## config.mk

```make
export PLATFORM = sky130hd
export DESIGN_NAME = serial_frame_receiver_flat
export DESIGN_NICKNAME = d
export VERILOG_FILES = /design/src/rtl/serial_link_pkg.sv /design/src/rtl/serial_frame_receiver_if.sv /design/src/rtl/serial_frame_receiver.sv /design/src/flat_wrapper.sv
export SDC_FILE = /design/constraint.sdc
export NUM_CORES = 1
export LEC_CHECK = 0
export BUFFER_PORTS_ARGS = -buffer_cell sky130_fd_sc_hd__buf_2
export CAP_MARGIN = 40
export CORE_ASPECT_RATIO = 1.5
export CORE_MARGIN = 5
export CORE_UTILIZATION = 49
export DETAILED_ROUTE_END_ITERATION = 10
export PLACE_DENSITY_LB_ADDON = 0.1
export SETUP_SLACK_MARGIN = 0.4
export SLEW_MARGIN = 15
export SYNTH_ARGS = -nofsm -noshare
export SYNTH_HDL_FRONTEND = slang
export SYNTH_SLANG_ARGS = --single-unit
```

## constraint.sdc

```tcl
create_clock -name clk -period 1.4 [get_ports clk]
set_input_delay 0.14 -clock clk [delete_from_list [all_inputs] [get_ports clk]]
set_output_delay 0.14 -clock clk [all_outputs]
set_load 0.05 [all_outputs]
```

## src/rtl/serial_link_pkg.sv

```systemverilog
// Shared types and line levels for the serial link (transmitter and receiver).
package serial_link_pkg;

   typedef enum logic [2:0] {
      IDLE   = 3'd0,
      DATA   = 3'd1,
      PARITY = 3'd2,
      STOP   = 3'd3,
      BREAK  = 3'd4
   } rx_state_t;

   localparam logic START_BIT  = 1'b0;
   localparam logic STOP_BIT   = 1'b1;
   localparam logic IDLE_LEVEL = 1'b1;

endpackage

```

## src/rtl/serial_frame_receiver_if.sv

```systemverilog
// Serial-in / word-out bundle of the frame receiver; slave is the receiver side.
interface serial_frame_receiver_if #(
   parameter int unsigned N = 8
) ();

   logic         sin_valid;
   logic         sin;
   logic [N-1:0] q;
   logic         q_valid;
   logic         q_ready;
   logic         frame_err;
   logic         parity_err;
   logic         overrun;
   logic         busy;

   modport slave (
      input  sin_valid, sin, q_ready,
      output q, q_valid, frame_err, parity_err, overrun, busy
   );

   modport master (
      output sin_valid, sin, q_ready,
      input  q, q_valid, frame_err, parity_err, overrun, busy
   );

endinterface

```

## src/rtl/serial_frame_receiver.sv

```systemverilog
// Receive end of the serial link: deframes start/data/[parity]/stop into words
// offered on a valid/ready port, with framing, parity and overrun pulses.
module serial_frame_receiver
   import serial_link_pkg::*;
#(
   parameter int unsigned N         = 8,
   parameter bit          PARITY_EN = 1'b0
) (
   input  logic                     clk,
   input  logic                     reset,
   serial_frame_receiver_if.slave   bus
);

   localparam int unsigned CW = (N > 2) ? $clog2(N) : 1;

   rx_state_t      state;
   logic [CW-1:0]  bit_cnt;
   logic [N-1:0]   shreg;
   logic           par_bit;
   logic [N-1:0]   q_r;
   logic           q_valid_r;
   logic           frame_err_r;
   logic           parity_err_r;
   logic           overrun_r;
   logic           busy_r;
   logic           parity_ok_c;

   assign parity_ok_c = !PARITY_EN || !(^{shreg, par_bit});

   // Single FSM process: everything advances only on sin_valid cycles except the handshake.
   always_ff @(posedge clk) begin
      if (!reset) begin
         state        <= IDLE;
         bit_cnt      <= '0;
         shreg        <= '0;
         par_bit      <= 1'b0;
         q_r          <= '0;
         q_valid_r    <= 1'b0;
         frame_err_r  <= 1'b0;
         parity_err_r <= 1'b0;
         overrun_r    <= 1'b0;
         busy_r       <= 1'b0;
      end else begin
         frame_err_r  <= 1'b0;
         parity_err_r <= 1'b0;
         overrun_r    <= 1'b0;

         if (q_valid_r && bus.q_ready) begin
            q_valid_r <= 1'b0;
         end

         if (bus.sin_valid) begin
            case (state)
               IDLE: begin
                  if (bus.sin == START_BIT) begin
                     state   <= DATA;
                     bit_cnt <= CW'(N - 1);
                     busy_r  <= 1'b1;
                  end
               end
               DATA: begin
                  shreg <= {shreg[N-2:0], bus.sin};
                  if (bit_cnt == '0) begin
                     state <= PARITY_EN ? PARITY : STOP;
                  end else begin
                     bit_cnt <= bit_cnt - CW'(1);
                  end
               end
               PARITY: begin
                  par_bit <= bus.sin;
                  state   <= STOP;
               end
               STOP: begin
                  if (bus.sin != STOP_BIT) begin
                     // Framing error wins over parity; wait for the line to return high.
                     frame_err_r <= 1'b1;
                     state       <= BREAK;
                  end else begin
                     state  <= IDLE;
                     busy_r <= 1'b0;
                     if (!parity_ok_c) begin
                        parity_err_r <= 1'b1;
                     end else if (!q_valid_r || bus.q_ready) begin
                        q_r       <= shreg;
                        q_valid_r <= 1'b1;
                     end else begin
                        overrun_r <= 1'b1;
                     end
                  end
               end
               BREAK: begin
                  if (bus.sin == IDLE_LEVEL) begin
                     state  <= IDLE;
                     busy_r <= 1'b0;
                  end
               end
               default: begin
                  state  <= IDLE;
                  busy_r <= 1'b0;
               end
            endcase
         end
      end
   end

   assign bus.q          = q_r;
   assign bus.q_valid    = q_valid_r;
   assign bus.frame_err  = frame_err_r;
   assign bus.parity_err = parity_err_r;
   assign bus.overrun    = overrun_r;
   assign bus.busy       = busy_r;

endmodule

```

## src/flat_wrapper.sv

```systemverilog
// flat-port wrapper written by rule: the top's interface ports become plain ports
module serial_frame_receiver_flat import serial_link_pkg::*;
#(
   parameter int unsigned N         = 8,
   parameter bit          PARITY_EN = 1'b0
)
  (clk, reset, bus_sin_valid, bus_sin, bus_q_ready, bus_q, bus_q_valid, bus_frame_err, bus_parity_err, bus_overrun, bus_busy);
  serial_frame_receiver_if #(.N(N)) bus_i ();
  input  logic clk;
  input  logic reset;
  input wire logic [$bits(bus_i.sin_valid)-1:0] bus_sin_valid;
  input wire logic [$bits(bus_i.sin)-1:0] bus_sin;
  input wire logic [$bits(bus_i.q_ready)-1:0] bus_q_ready;
  output wire logic [$bits(bus_i.q)-1:0] bus_q;
  output wire logic [$bits(bus_i.q_valid)-1:0] bus_q_valid;
  output wire logic [$bits(bus_i.frame_err)-1:0] bus_frame_err;
  output wire logic [$bits(bus_i.parity_err)-1:0] bus_parity_err;
  output wire logic [$bits(bus_i.overrun)-1:0] bus_overrun;
  output wire logic [$bits(bus_i.busy)-1:0] bus_busy;
  assign bus_i.sin_valid = bus_sin_valid;
  assign bus_i.sin = bus_sin;
  assign bus_i.q_ready = bus_q_ready;
  assign bus_q = bus_i.q;
  assign bus_q_valid = bus_i.q_valid;
  assign bus_frame_err = bus_i.frame_err;
  assign bus_parity_err = bus_i.parity_err;
  assign bus_overrun = bus_i.overrun;
  assign bus_busy = bus_i.busy;
  serial_frame_receiver #(.N(N), .PARITY_EN(PARITY_EN)) u_core (.clk(clk), .reset(reset), .bus(bus_i));
endmodule
```

Word level (Yosys, flattened, before mapping)
Index checks and enable logic that the tools add are counted.
Widths: inputs -> output; s select.
- register bits after elaboration: 26
- input bits: 5
- output and inout bits: 13
- logic and storage cells: 52
- add/subtract/negate cells: 1
- eq/ne operators: 9
- multiplexer cells: 18
- bitwise gates (word level): 1
- reduce and logical (&&, ||, !) cells: 15
- operator list (operator ; number):
    $reduce_and 4->1 ; 5
    $mux 3 ; 6
    $pmux 3 s5 ; 1
    $mux 1 ; 9
    $eq 3x2->1 const B ; 2
    $logic_not 3->1 ; 2
    $ne 2x2->1 const B ; 3
    $pmux 3 s2 ; 1
    $ne 2x1->1 const B ; 2
    $reduce_or 2->1 ; 2
    $eq 3x1->1 const B ; 1
    $eq 3x3->1 const B ; 1
    $pmux 1 s3 ; 1
    $reduce_and 3->1 ; 1
    $sub 3x1->3 const B ; 1
    $reduce_and 2->1 ; 1
    $reduce_bool 2->1 ; 1
    $logic_and 1x1->1 ; 1
    $logic_not 1->1 ; 1
    $logic_or 1x1->1 ; 1
    $not 1->1 ; 1

Depth between registers and ports, before layout
- depth in word-level cells: 6
- mapped depth: 6
- mapped depth without buffers: 6

Worst setup path before layout
OpenSTA, ideal clock, no wires.
- path type: flip-flop to flip-flop
- start: register u_core.q_valid_r, in the netlist u_core.bus.q_valid
- end: register u_core.q_r[0], in the netlist u_core.bus.q[0]
- library setup time: 0.072 ns
- arrival time: 1.250 ns
- setup slack: 0.078 ns
- stages on the path, launching flop included: 4
- buffers on the path: 0
- clock period less this slack: 1.322 ns
- cells stage by stage: dfxtp_1 -> nor2b_1 -> nor3_4 -> mux2i_1
- cells in the longest elaborated chain, start to end: 3
- ends and longest elaborated chain (what ; RTL line ; text):
    start, declared ; serial_frame_receiver.sv:21 ; logic q_valid_r;
    start signal, assigned ; serial_frame_receiver.sv:38 ; q_valid_r <= 1'b0;
    start signal, assigned ; serial_frame_receiver.sv:49 ; q_valid_r <= 1'b0;
    start signal, assigned ; serial_frame_receiver.sv:85 ; q_valid_r <= 1'b1;
    $logic_not 1->1 ; serial_frame_receiver.sv:83 ; end else if (!q_valid_r || bus.q_ready) begin
    $logic_or 1x1->1 ; serial_frame_receiver.sv:83 ;
    $reduce_and 4->1 (no source line) ; - ;
    end signal, assigned ; serial_frame_receiver.sv:84 ; q_r <= shreg;
    end, declared ; serial_frame_receiver.sv:20 ; logic [N-1:0] q_r;
Every way passes these cells.
A chain may end at the register's enable or synchronous reset.

Worst setup path after layout
- start: register u_core.bit_cnt[1]
- end: register u_core.bit_cnt[1]
- cells in the longest elaborated chain, start to end: 3
- ends and longest elaborated chain (what ; RTL line ; text):
    start, declared ; serial_frame_receiver.sv:17 ; logic [CW-1:0] bit_cnt;
    start signal, assigned ; serial_frame_receiver.sv:57 ; bit_cnt <= CW'(N - 1);
    start signal, assigned ; serial_frame_receiver.sv:66 ; bit_cnt <= bit_cnt - CW'(1);
    $sub 3x1->3 or $logic_not 3->1 (tied branches) ; serial_frame_receiver.sv:66, serial_frame_receiver.sv:63 ;
    $mux 3 or $ne 2x2->1 (tied branches) ; - ;
    $pmux 3 s2 or $reduce_and 4->1 (tied branches) ; - ;
Several ways; a longest one is shown, not always the timed one. The select of a mux whose other input is x is not followed.

==> impl_metrics.toml <==
[global_routing]
grt_usage = 0.142
grt_pass1_vias = 893
grt_antenna_before_repair = 0
grt_overflow = 0
grt_pass1_wl_um = 4030
grt_max_degree = 37

[synth]
async_reset_ff_frac = 0
synth_edf_count = 0
synth_area_mm2 = 0.00117
synth-seq-area-share = 0.444
synth_cell_types = 29
ys_seq_elements = 26
synth_ff_type = "dfxtp_1"
syn_nets = 130
yosys_warnings = 0
synth_area_per_cell_um2 = 9.52
postSynthCellCount = 123

[placement]
port_buffers = 16
gp_congestion = 0.704
placedCellCount = 157
hpwl_um = 1480

[cells_and_area]
nets = 159
syn_to_final_growth_pct = 41.8
diodes = 0
stdcell_count = 174
nFillCells = 166
drive_gt1_frac = 0.477

[clocking]
cts_hold_buf = 0
root_buffer = "clkbuf_4"
clk_latency_ns = 0.33
cts_buffers = 3
cts_buffer_depth = 2
clock_sinks = 26
clk_pin_slew_worst_paths_ns = 0.14
tritoncts = "yes"
cts_max_level = 1

[timing]
tightest_slew_ns = 0.553
fin_setup_tns_ns = 0
holdWs_ns = 0.0922
slew_violations = 0
relSlewSlack = 0.631
min_period_ns = 1.27
rsz0062_at_grt = "true"
max_freq_ghz = 0.790
period_share = 0.905
fin_skew_ns = 0.00214
finalHoldViolations = 0
setup_violations = 0

[setup_path]
required_ns = 1.66
critPathKind = "flip-flop to flip-flop"
ff2ff_path_depth = 6
cp_max_fo = 3
timing.rr.start = "u_core.bit_cnt[1]"
worstSetupStartpointType = "flip-flop"
reg2reg_slack_ns = 0.13
worstReg2RegEnd = "u_core.bit_cnt[1]"
crit_arrival_ns = 1.53
crit_path_end_kind = "flip-flop"

[die]
core_area_mm2 = 0.00226
dieArea_mm2 = 0.00349
io-pin-count = 18
die_w_um = 49.9
start_util = 0.518
die_h_um = 69.9
fp-row-count = 21

[route]
routed-via-count = 944
vias_per_cell = 5.43
wl_per_cell_um = 14.9
finalWirelength_um = 2590
ant_nets = 0
drt_pass1_iterations = 4
drc = 0
drtIter0Drc = 18

[hold_path]
hold_depth = 2
min_from = "bus_sin"
hp-class = "input port to flip-flop"
holdPathEnd = "u_core.bus.frame_err"

[power_and_ir_drop]
irDropWorstVdd_mv = 0.661
p_leak_nw = 0.629
power_density_mw_per_mm2 = 879

[run_status]
status = "finished clean"

[run]
max-cap-violations = 0
==> logic make-up after synthesis <==
kind of cell	Yosys count	share of synthesized area
adder cells (fa/ha/maj)	2	0.0214
AND/OR/NAND/NOR	44	0.212
multiplexers	18	0.154
flip-flops	26	0.444
buffers and inverters	16	0.0716
other	1	0.00320
AO/OA/AOI/OAI	16	0.0940
==> flip-flops by register name (all words and copies together) (netlist names) <==
signal,count
u_core.shreg,8
u_core.bus.busy,1
u_core.state,3
u_core.bus.q,8
u_core.bus.frame_err,1
u_core.bus.overrun,1
u_core.bit_cnt,3
u_core.bus.q_valid,1
==> routing by layer <==
metal | vias up | wire (µm) | GRT usage
li1 | 465 | - | -
met1 | 449 | 1050 | 0.172
met2 | 21 | 1370 | 0.246
met3 | 9 | 75 | 0.0213
met4 | 0 | 97 | 0.0525
met5 | - | 0 | 0
==> how the worst max path moves through the flow <==
stage                      startpoint           endpoint  slack [ns]  cells after the start
floorplan             u_core.state[2]    u_core.bus.q[0]        0.17                      4
global placement    u_core.bit_cnt[0]  u_core.bit_cnt[2]        0.07                      6
detailed placement  u_core.bit_cnt[0]  u_core.bit_cnt[2]        0.08                      6
CTS                 u_core.bit_cnt[0]  u_core.bit_cnt[2]        0.15                      6
global route        u_core.bit_cnt[0]  u_core.bit_cnt[1]        0.08                      6
finish              u_core.bit_cnt[1]  u_core.bit_cnt[1]        0.13                      6
==> power breakdown <==
part	internal, mW	total [mW]	switching, mW
combinational	0.115	0.237	0.122
sequential	0.757	0.773	0.0155
clock	0.218	0.450	0.232
total	1.09	1.46	0.369
==> synthesized netlist by cell type (all sizes together), types with 2 or more instances <==
| cell type | count | share of area |
|---|---|---|
| a21oi | 3 | 0.013 |
| buf | 6 | 0.040 |
| clkbuf | 4 | 0.013 |
| dfxtp | 26 | 0.44 |
| ha | 2 | 0.021 |
| inv | 6 | 0.019 |
| mux2i | 18 | 0.15 |
| nand2 | 23 | 0.074 |
| nor2 | 3 | 0.0096 |
| nor2b | 10 | 0.053 |
| nor3b | 2 | 0.013 |
| o21ai | 3 | 0.013 |
| o31ai | 3 | 0.019 |
==> layout make-up <==
class / count / area, µm² / area share
multi-input combinational: 82 / 674 / 0.406
sequential: 26 / 544 / 0.328
timing repair buffer: 33 / 343 / 0.206
clock buffer: 4 / 47.5 / 0.0286
tap: 23 / 28.8 / 0.0173
inverter: 6 / 22.5 / 0.0136
==> stage by stage <==
| step | total power [mW] | utilization | setup slack (ns) | instance area (µm²) |
|---|---|---|---|---|
| 3_3_place_gp | 0.956 | 0.575 | 0.0686 | 1300 |
| 3_5_place_dp | 0.959 | 0.575 | 0.0764 | 1300 |
| 5_1_grt | 1.53 | 0.735 | 0.0793 | 1660 |
| 2_1_floorplan | 0.925 | - | 0.167 | 1220 |
| 4_1_cts | 1.44 | 0.691 | 0.151 | 1560 |
| 6_report | 1.46 | 0.735 | 0.134 | 1660 |
==> layout by cell type, fill, tap and decap left out, types with 3 or more instances in the layout <==
cell type,synthesis,layout
buf_8,0,8
buf_2,1,4
mux2i_1,18,18
buf_4,4,9
nor2b_1,10,9
buf_6,1,12
inv_1,6,4
nand2_1,23,21
dfxtp_2,0,13
dfxtp_1,26,11
clkbuf_4,0,3
==> worst max-delay path: stages, from the launching register on <==
cell,delay (ns)
dfxtp_2,0.36
inv_2,0.04
ha_4,0.15
ha_4,0.16
nand2_2,0.06
o2111a_2,0.23
mux2i_1,0.18
==> repair_timing <==
item                       CTS  global route
buffers inserted             9             3
pin swaps                    6            14
gates cloned                 1             0
gates resized for setup     48            21
setup endpoints to repair   37            38
Note: power is estimated with default switching activity, not from simulation.
